===== src/rtl/i2s_tx.sv =====
// I2S transmitter: one-deep sample buffer, mono sample sent in both left and right slots.
// Latency: a sample buffered during frame N is sent in frame N+1; status pulses are registered, one clk after their event.
// Backpressure: none; frame_o requests the next sample, an overwritten sample raises ovf_o and an empty frame start raises udf_o.
module i2s_tx #(
  parameter int DATA_WIDTH = 24,
  parameter int SLOT_WIDTH = 32,
  parameter int SCLK_DIV   = 2
) (
  input  logic                  clk,
  input  logic                  rst,
  input  logic [DATA_WIDTH-1:0] data_i,
  input  logic                  vld_i,
  output logic                  sclk,
  output logic                  lrck,
  output logic                  sd,
  output logic                  frame_o,
  output logic                  udf_o,
  output logic                  ovf_o
);

  localparam int DIV_W = (SCLK_DIV > 1) ? $clog2(SCLK_DIV) : 1;
  localparam int BIT_W = $clog2(2 * SLOT_WIDTH);

  logic [DIV_W-1:0]      div_cnt;
  logic [BIT_W-1:0]      bit_cnt;
  logic [DATA_WIDTH-1:0] hold_q;
  logic [DATA_WIDTH-1:0] shift_q;
  logic                  full;

  logic                  div_tc;
  logic                  fall;
  logic                  wrap;
  logic [BIT_W-1:0]      bit_nxt;
  logic [BIT_W-1:0]      slot_pos;
  logic [DATA_WIDTH-1:0] shift_nxt;
  logic                  lrck_nxt;
  logic                  sd_nxt;

  // Edge detection and the bit position / data bit presented after the next SCLK falling edge.
  always_comb begin
    div_tc    = (div_cnt == DIV_W'(SCLK_DIV - 1));
    fall      = div_tc & sclk;
    wrap      = fall & (bit_cnt == BIT_W'(2 * SLOT_WIDTH - 1));
    bit_nxt   = wrap ? '0 : bit_cnt + BIT_W'(1);
    shift_nxt = (wrap && full) ? hold_q : shift_q;
    lrck_nxt  = (bit_nxt >= BIT_W'(SLOT_WIDTH));
    slot_pos  = lrck_nxt ? (bit_nxt - BIT_W'(SLOT_WIDTH)) : bit_nxt;
    sd_nxt    = 1'b0;
    // Slot position 0 is the I2S one-bit delay; positions past the sample are padding zeros.
    for (int i = 1; i <= DATA_WIDTH; i++) begin
      if (slot_pos == BIT_W'(i)) sd_nxt = shift_nxt[DATA_WIDTH-i];
    end
  end

  // Bit-clock divider: toggle sclk every SCLK_DIV clk cycles.
  always_ff @(posedge clk or negedge rst) begin
    if (!rst) begin
      div_cnt <= '0;
      sclk    <= 1'b0;
    end else if (div_tc) begin
      div_cnt <= '0;
      sclk    <= ~sclk;
    end else begin
      div_cnt <= div_cnt + DIV_W'(1);
    end
  end

  // Bit position, word select and data change only on SCLK falling edges.
  always_ff @(posedge clk or negedge rst) begin
    if (!rst) begin
      bit_cnt <= '0;
      lrck    <= 1'b0;
      sd      <= 1'b0;
    end else if (fall) begin
      bit_cnt <= bit_nxt;
      lrck    <= lrck_nxt;
      sd      <= sd_nxt;
    end
  end

  // Sample buffer: a new strobe always wins; frame start moves the buffered sample into the shifter.
  always_ff @(posedge clk or negedge rst) begin
    if (!rst) begin
      hold_q  <= '0;
      shift_q <= '0;
      full    <= 1'b0;
    end else begin
      shift_q <= shift_nxt;
      if (vld_i) begin
        hold_q <= data_i;
        full   <= 1'b1;
      end else if (wrap && full) begin
        full   <= 1'b0;
      end
    end
  end

  // Status pulses; a strobe coinciding with frame start is neither an overrun nor an underrun.
  always_ff @(posedge clk or negedge rst) begin
    if (!rst) begin
      frame_o <= 1'b0;
      udf_o   <= 1'b0;
      ovf_o   <= 1'b0;
    end else begin
      frame_o <= wrap;
      udf_o   <= wrap & ~full & ~vld_i;
      ovf_o   <= vld_i & full & ~wrap;
    end
  end

endmodule


===== config.mk =====
export PLATFORM = sky130hd
export DESIGN_NAME = i2s_tx
export DESIGN_NICKNAME = d
export VERILOG_FILES = /design/src/rtl/i2s_tx.sv
export SDC_FILE = /design/constraint.sdc
export NUM_CORES = 1
export LEC_CHECK = 0
export ABC_AREA = 1
export CAP_MARGIN = 40
export CORE_AREA = 2 2 95 97
export DETAILED_ROUTE_END_ITERATION = 10
export DIE_AREA = 0 0 97 99
export DONT_BUFFER_PORTS = 1
export SETUP_SLACK_MARGIN = 0.02
export SKIP_CTS_REPAIR_TIMING = 1
export SKIP_LAST_GASP = 1
export SYNTH_ARGS = -nofsm -noshare
export SYNTH_HDL_FRONTEND = slang
export SYNTH_SLANG_ARGS = --single-unit
export TNS_END_PERCENT = 10

===== constraint.sdc =====
create_clock -name clk -period 2.4 [get_ports clk]
set_input_delay 0.48 -clock clk [delete_from_list [all_inputs] [get_ports clk]]
set_output_delay 0.48 -clock clk [all_outputs]
set_load 0.03 [all_outputs]

==> results of run 1 <==
==> where the power goes <==
group,total [mW],switching [mW],internal (mW)
clock network,1.00,0.394,0.610
registers,1.09,0.0133,1.08
logic,0.0713,0.0491,0.0222
==> placed cells by master (no fill, tap or decap), types with 5 or more instances in the layout <==
cell type / instances
nor2_2: 5
inv_1: 48
o21ai_0: 40
nand2_1: 105
nand3_1: 8
nand2_2: 5
buf_4: 44
clkbuf_8: 10
nor3_1: 9
nor2_1: 19
dfrtp_1: 61
a21oi_1: 10
==> kinds of logic after synthesis <==
kind of cell | after synthesis | synth area share
buffers and inverters | 64 | 0.0876
flip-flops | 62 | 0.527
AO/OA/AOI/OAI | 67 | 0.128
adder cells (fa/ha/maj) | 4 | 0.0170
AND/OR/NAND/NOR | 162 | 0.239
==> stage by stage <==
step / power [mW] / setup TNS [ns]
3_5_place_dp: 1.16 / -0.282
3_3_place_gp: 1.16 / -0.227
4_1_cts: 2.18 / -0.316
6_report: 2.17 / -0.250
2_1_floorplan: 1.16 / 0
5_1_grt: 2.26 / -0.497
==> path summary, 6_finish.rpt <==
check	depth (start not counted)	endpoint	from	slack, ns
max in group asynchronous	1	shift_q[22]	rst	2.13
max	32	sd	bit_cnt[1]	-0.25
max reg2reg	32	sd	bit_cnt[1]	-0.25
min reg2reg	2	hold_q[2]	hold_q[2]	0.47
min	1	frame_o	rst	-0.02
min in group clk	1	udf_o	vld_i	0.21
==> flip-flops by register name, indices dropped and copies added (netlist names) <==
signal / flops
frame_o: 1
sd: 1
sclk: 1
lrck: 1
shift_q: 24
div_cnt: 1
full: 1
udf_o: 1
hold_q: 24
ovf_o: 1
bit_cnt: 6
==> cell type report <==
class,instances,area [sq um]
clock buffer,12,145
timing repair buffer,46,369
tap,108,135
inverter,52,195
fill,852,4900
multi-input combinational,233,1180
sequential,62,1550
clock inverter,4,70.1
==> worst reg2reg max path: cells and delay by family (launching register included) <==
family	cells	cell delay, ns
and+or+nand+nor	27	1.64
AOI/OAI and AO/OA	1	0.05
adders and majority gates	1	0.18
buffers and inverters	3	0.24
DFF	1	0.42
==> per-layer routing <==
metal  part of all wire  up-vias  global-route usage
li1                   -     1237                   -
met5                  0        -                   0
met3              0.047       14              0.0511
met1               0.48     1081               0.191
met4              0.025        0              0.0704
met2               0.45       49               0.231
==> impl_metrics.toml, run 1 <==
[power_and_ir_drop]
vdd_drop_max_v = 0.000333
leakagePower_nw = 1.90
powerDensity_mw_per_mm2 = 595

[final_layout]
nNetsFinal = 435
layout-drive-gt1-share = 0.213
num_antenna_cells = 0
stdcell_count = 517
design_area_sq_mm = 0.00365
fin_util = 0.427
areaGrowthSynthToFinish_pct = 24.1

[setup_path]
path_delay_family = "simple AND/OR/NAND/NOR gates"
arrival_ns = 2.88
crit_buf_inv = 3
end_kind = "flop"
crit_path_start_kind = "flop"
crit_slowest_cell = "dfrtp_1"
crit_required_ns = 2.63
cpPeakStageDelay_ns = 0.42
cp_common_cell = "nand2_1"
critPathKind = "flop to flop"
path_max_fanout = 4

[clock_network]
cts_root_buf = "clkbuf_8"
cts_buffer_depth = 2
h-tree-depth = 3
insertion_delay_ns = 0.35
clock_sinks = 62
numCtsBuffers = 9
clk_pin_slew_ns = 0.07
cts_tree = "built"

[grt]
track_usage = 0.150
antenna_found_initial = 0
grt_max_degree = 63
gr-total-overflow = 0
grt_pass1_vias = 2386
grt_pass1_wl_mm = 11.3

[drt]
wirelength_mm = 6.64
drcViolationCount = 0
num_vias = 2381
postRouteAntennaNets = 0
dr.pass1.iters = 4
drt_iter0_markers = 92
viasPerCell = 4.61
drt-wirelength-per-cell_um = 12.8

[synthesis]
yosysSeqAreaShare = 0.527
synth_top_area_share = 0.527
ys_warn_count = 0
synthTopCellsByCount = "108 x nand2_1, 62 x dfrtp_1, 49 x inv_1"
async_flop_share = 1.00
synth_area_sq_mm = 0.00294
synth.most_common_cell = "nand2_1"
syn-num-nets = 390
synth_cell_types = 30
ys_seq_elements = 62
synth.avg_cell_area_sq_um = 8.19
synth_top_area_cell = "dfrtp_1"
synth_edf_count = 0
synth_area_leaders = "dfrtp_1 53%, nand2_1 14%, o21ai_0 7.0%"
ys.flop_type = "dfrtp_1"
netlist_instances = 359

[placed_design]
dp_cells = 500
dp_slack_ns = -0.282
port_buffers = 0
dpl_cell_area_sq_mm = 0.00339
gp_congestion = 0.843
dp_hpwl_mm = 4.87

[floorplan]
die_h_um = 99
dieArea_sq_mm = 0.00960
dieWidth_um = 97
core_area_sq_mm = 0.00855
ios = 33
initial_core_util = 0.344
rows = 34

[sta]
finalClockSkew_ns = 0.0120
holdWs_ns = -0.0155
finalHoldViolations = 9
rsz0062_at_grt = "yes"
worst_slew_pin_slew_ns = 0.361
fmax_mhz = 377
period_share = 1.10
setup_violations = 1
slew_viol_final = 0
slew_headroom = 0.759
worst_slack_ns = -0.250
period_needed_ns = 2.65

[worst_hold_path]
hp-class = "primary input to async pin"

[outcome]
violations = "negative hold slack, negative setup slack"
status = "finished, violations left"

[flow_run]
cap_violations = 0
Note: power is estimated with default switching activity, not from simulation.
==> run 2, diff against run 1 <==
--- a/config.mk
+++ b/config.mk
@@ -6,7 +6,7 @@
 export NUM_CORES = 1
 export LEC_CHECK = 0
 export ABC_AREA = 1
-export CAP_MARGIN = 40
+export CAP_MARGIN = 20
 export CORE_AREA = 2 2 95 97
 export DETAILED_ROUTE_END_ITERATION = 10
 export DIE_AREA = 0 0 97 99
==> results of run 2 <==
Same layout as run 1: the final DEF is identical, and so are final timing and power.
==> run 3, diff against run 2 <==
==> constraint.sdc (replaced) <==
create_clock -name clk -period 2.4 [get_ports clk]
set_input_delay 0.48 -clock clk [delete_from_list [all_inputs] [get_ports clk]]
set_output_delay 0.48 -clock clk [all_outputs]
set_load 0.01 [all_outputs]
==> impl_metrics.toml, run 3 (synthesis gave the netlist of run 1 again) <==
[outcome]
status = "finished, violations left"
violations = "negative setup slack"

[drt]
num_vias = 2395
wl_met1_mm = 3.28
dr.pass1.iters = 4
wl_met3_um = 336
postRouteAntennaNets = 0
top_layer_used = "met4"
viasPerCell = 4.65
wirelength_mm = 6.91
drcViolationCount = 0
wl_met2_mm = 3.18
drt-wirelength-per-cell_um = 13.4
drt_iter0_markers = 145

[clock_network]
numCtsBuffers = 9
clk_pin_slew_ns = 0.07
cts_buffer_depth = 2
h-tree-depth = 3
insertion_delay_ns = 0.34
clock_sinks = 62
cts_root_buf = "clkbuf_8"
cts_tree = "built"

[sta]
worst_slack_ns = -0.284
finalClockSkew_ns = 0.00794
rsz0062_at_grt = "yes"
fin_tns_setup_ns = -0.284
worst_slew_pin_slew_ns = 0.376
period_share = 1.12
period_needed_ns = 2.68
slew_headroom = 0.747
slew_viol_final = 0
fmax_mhz = 373
finalHoldViolations = 0
setup_violations = 1

[final_layout]
fin_util = 0.427
final_cell_mix = "106 x nand2_1, 62 x dfrtp_1, 49 x inv_1"
num_antenna_cells = 0
layout_commonest_cell = "nand2_1"
areaGrowthSynthToFinish_pct = 24.2
reg_top3 = "hold_q x24, shift_q x24, bit_cnt x6"
multi_input_area_sq_mm = 0.00118
n_fill_cell = 854
nNetsFinal = 433
stdcell_count = 515
layout-drive-gt1-share = 0.199
regArea_sq_mm = 0.00155

[setup_path]
crit_required_ns = 2.64
crit_path_start_kind = "flop"
end_kind = "flop"
cpPeakStageDelay_ns = 0.39
crit_slowest_cell = "dfrtp_1"
arrival_ns = 2.92
path_delay_family = "simple AND/OR/NAND/NOR gates"
critPathKind = "flop to flop"
path_max_fanout = 6
cp_common_cell = "nand2_1"
crit_buf_inv = 2
reg2reg_from = "bit_cnt[1]"
crit_path_start = "bit_cnt[1]"

[worst_hold_path]
hp-class = "primary input to async pin"

[floorplan]
core_area_sq_mm = 0.00855
die_h_um = 99
rows = 34
dieArea_sq_mm = 0.00960
initial_core_util = 0.344
dieWidth_um = 97
ios = 33

[grt]
gr-total-overflow = 0
grt_pass1_wl_mm = 11.3
track_usage = 0.149
grt_pass1_vias = 2325
grt_max_degree = 63
antenna_found_initial = 0

[placed_design]
dp_cells = 492
gp_congestion = 0.858
port_buffers = 0
dp_hpwl_mm = 4.77

[power_and_ir_drop]
powerDensity_mw_per_mm2 = 596
vdd_drop_max_v = 0.000342
leakagePower_nw = 1.90

[flow_run]
cap_violations = 0
[run 3: changes by cell type in the layout (fill, tap and decap cells not counted), sizes merged]
cell,change
buf,-3
clkbuf,+1
clkinv,-1
clkinvlp,+1
[run 3: final timing paths]
path | to | slack, ns | cells after the start
min in group clk | udf_o | 0.23 | 1
setup / recovery | sd | -0.28 | 30
hold reg to reg | hold_q[2] | 0.47 | 2
max in group asynchronous | hold_q[18] | 2.13 | 1
hold / removal | bit_cnt[0] | 0.006 | 1
setup reg to reg | sd | -0.28 | 30
[run 3: stage by stage]
| step | worst slack [ns] | hold slack (ns) | instance area (sq um) | total power [mW] |
|---|---|---|---|---|
| after floorplan | 0.0259 | 0.184 | 2980 | 1.16 |
| after global placement | -0.260 | 0.186 | 3330 | 1.16 |
| after detailed placement | -0.292 | 0.186 | 3330 | 1.16 |
| after CTS | -0.299 | -0.197 | 3540 | 2.18 |
| after global routing | -0.650 | 0.0189 | 3650 | 2.27 |
| final | -0.284 | 0.00577 | 3650 | 2.18 |
[run 3: routing by layer]
layer  global-route usage  up-vias
met1                0.196     1109
li1                     -     1221
met2                0.230       51
met5                    0        -
met3               0.0532       14
met4               0.0488        0
[run 3: final cells by class]
class	count	share of cell area
clock inverters	4	0.0192
multi-input cells	233	0.322
repair buffers	44	0.103
inverters	52	0.0544
flip-flops and latches	62	0.425
clock buffers	12	0.0397
well taps	108	0.0370
[run 3: report_power, final]
group | switching, mW | internal, mW
combinational | 0.0505 | 0.0222
clock | 0.401 | 0.610
sequential | 0.0115 | 1.08
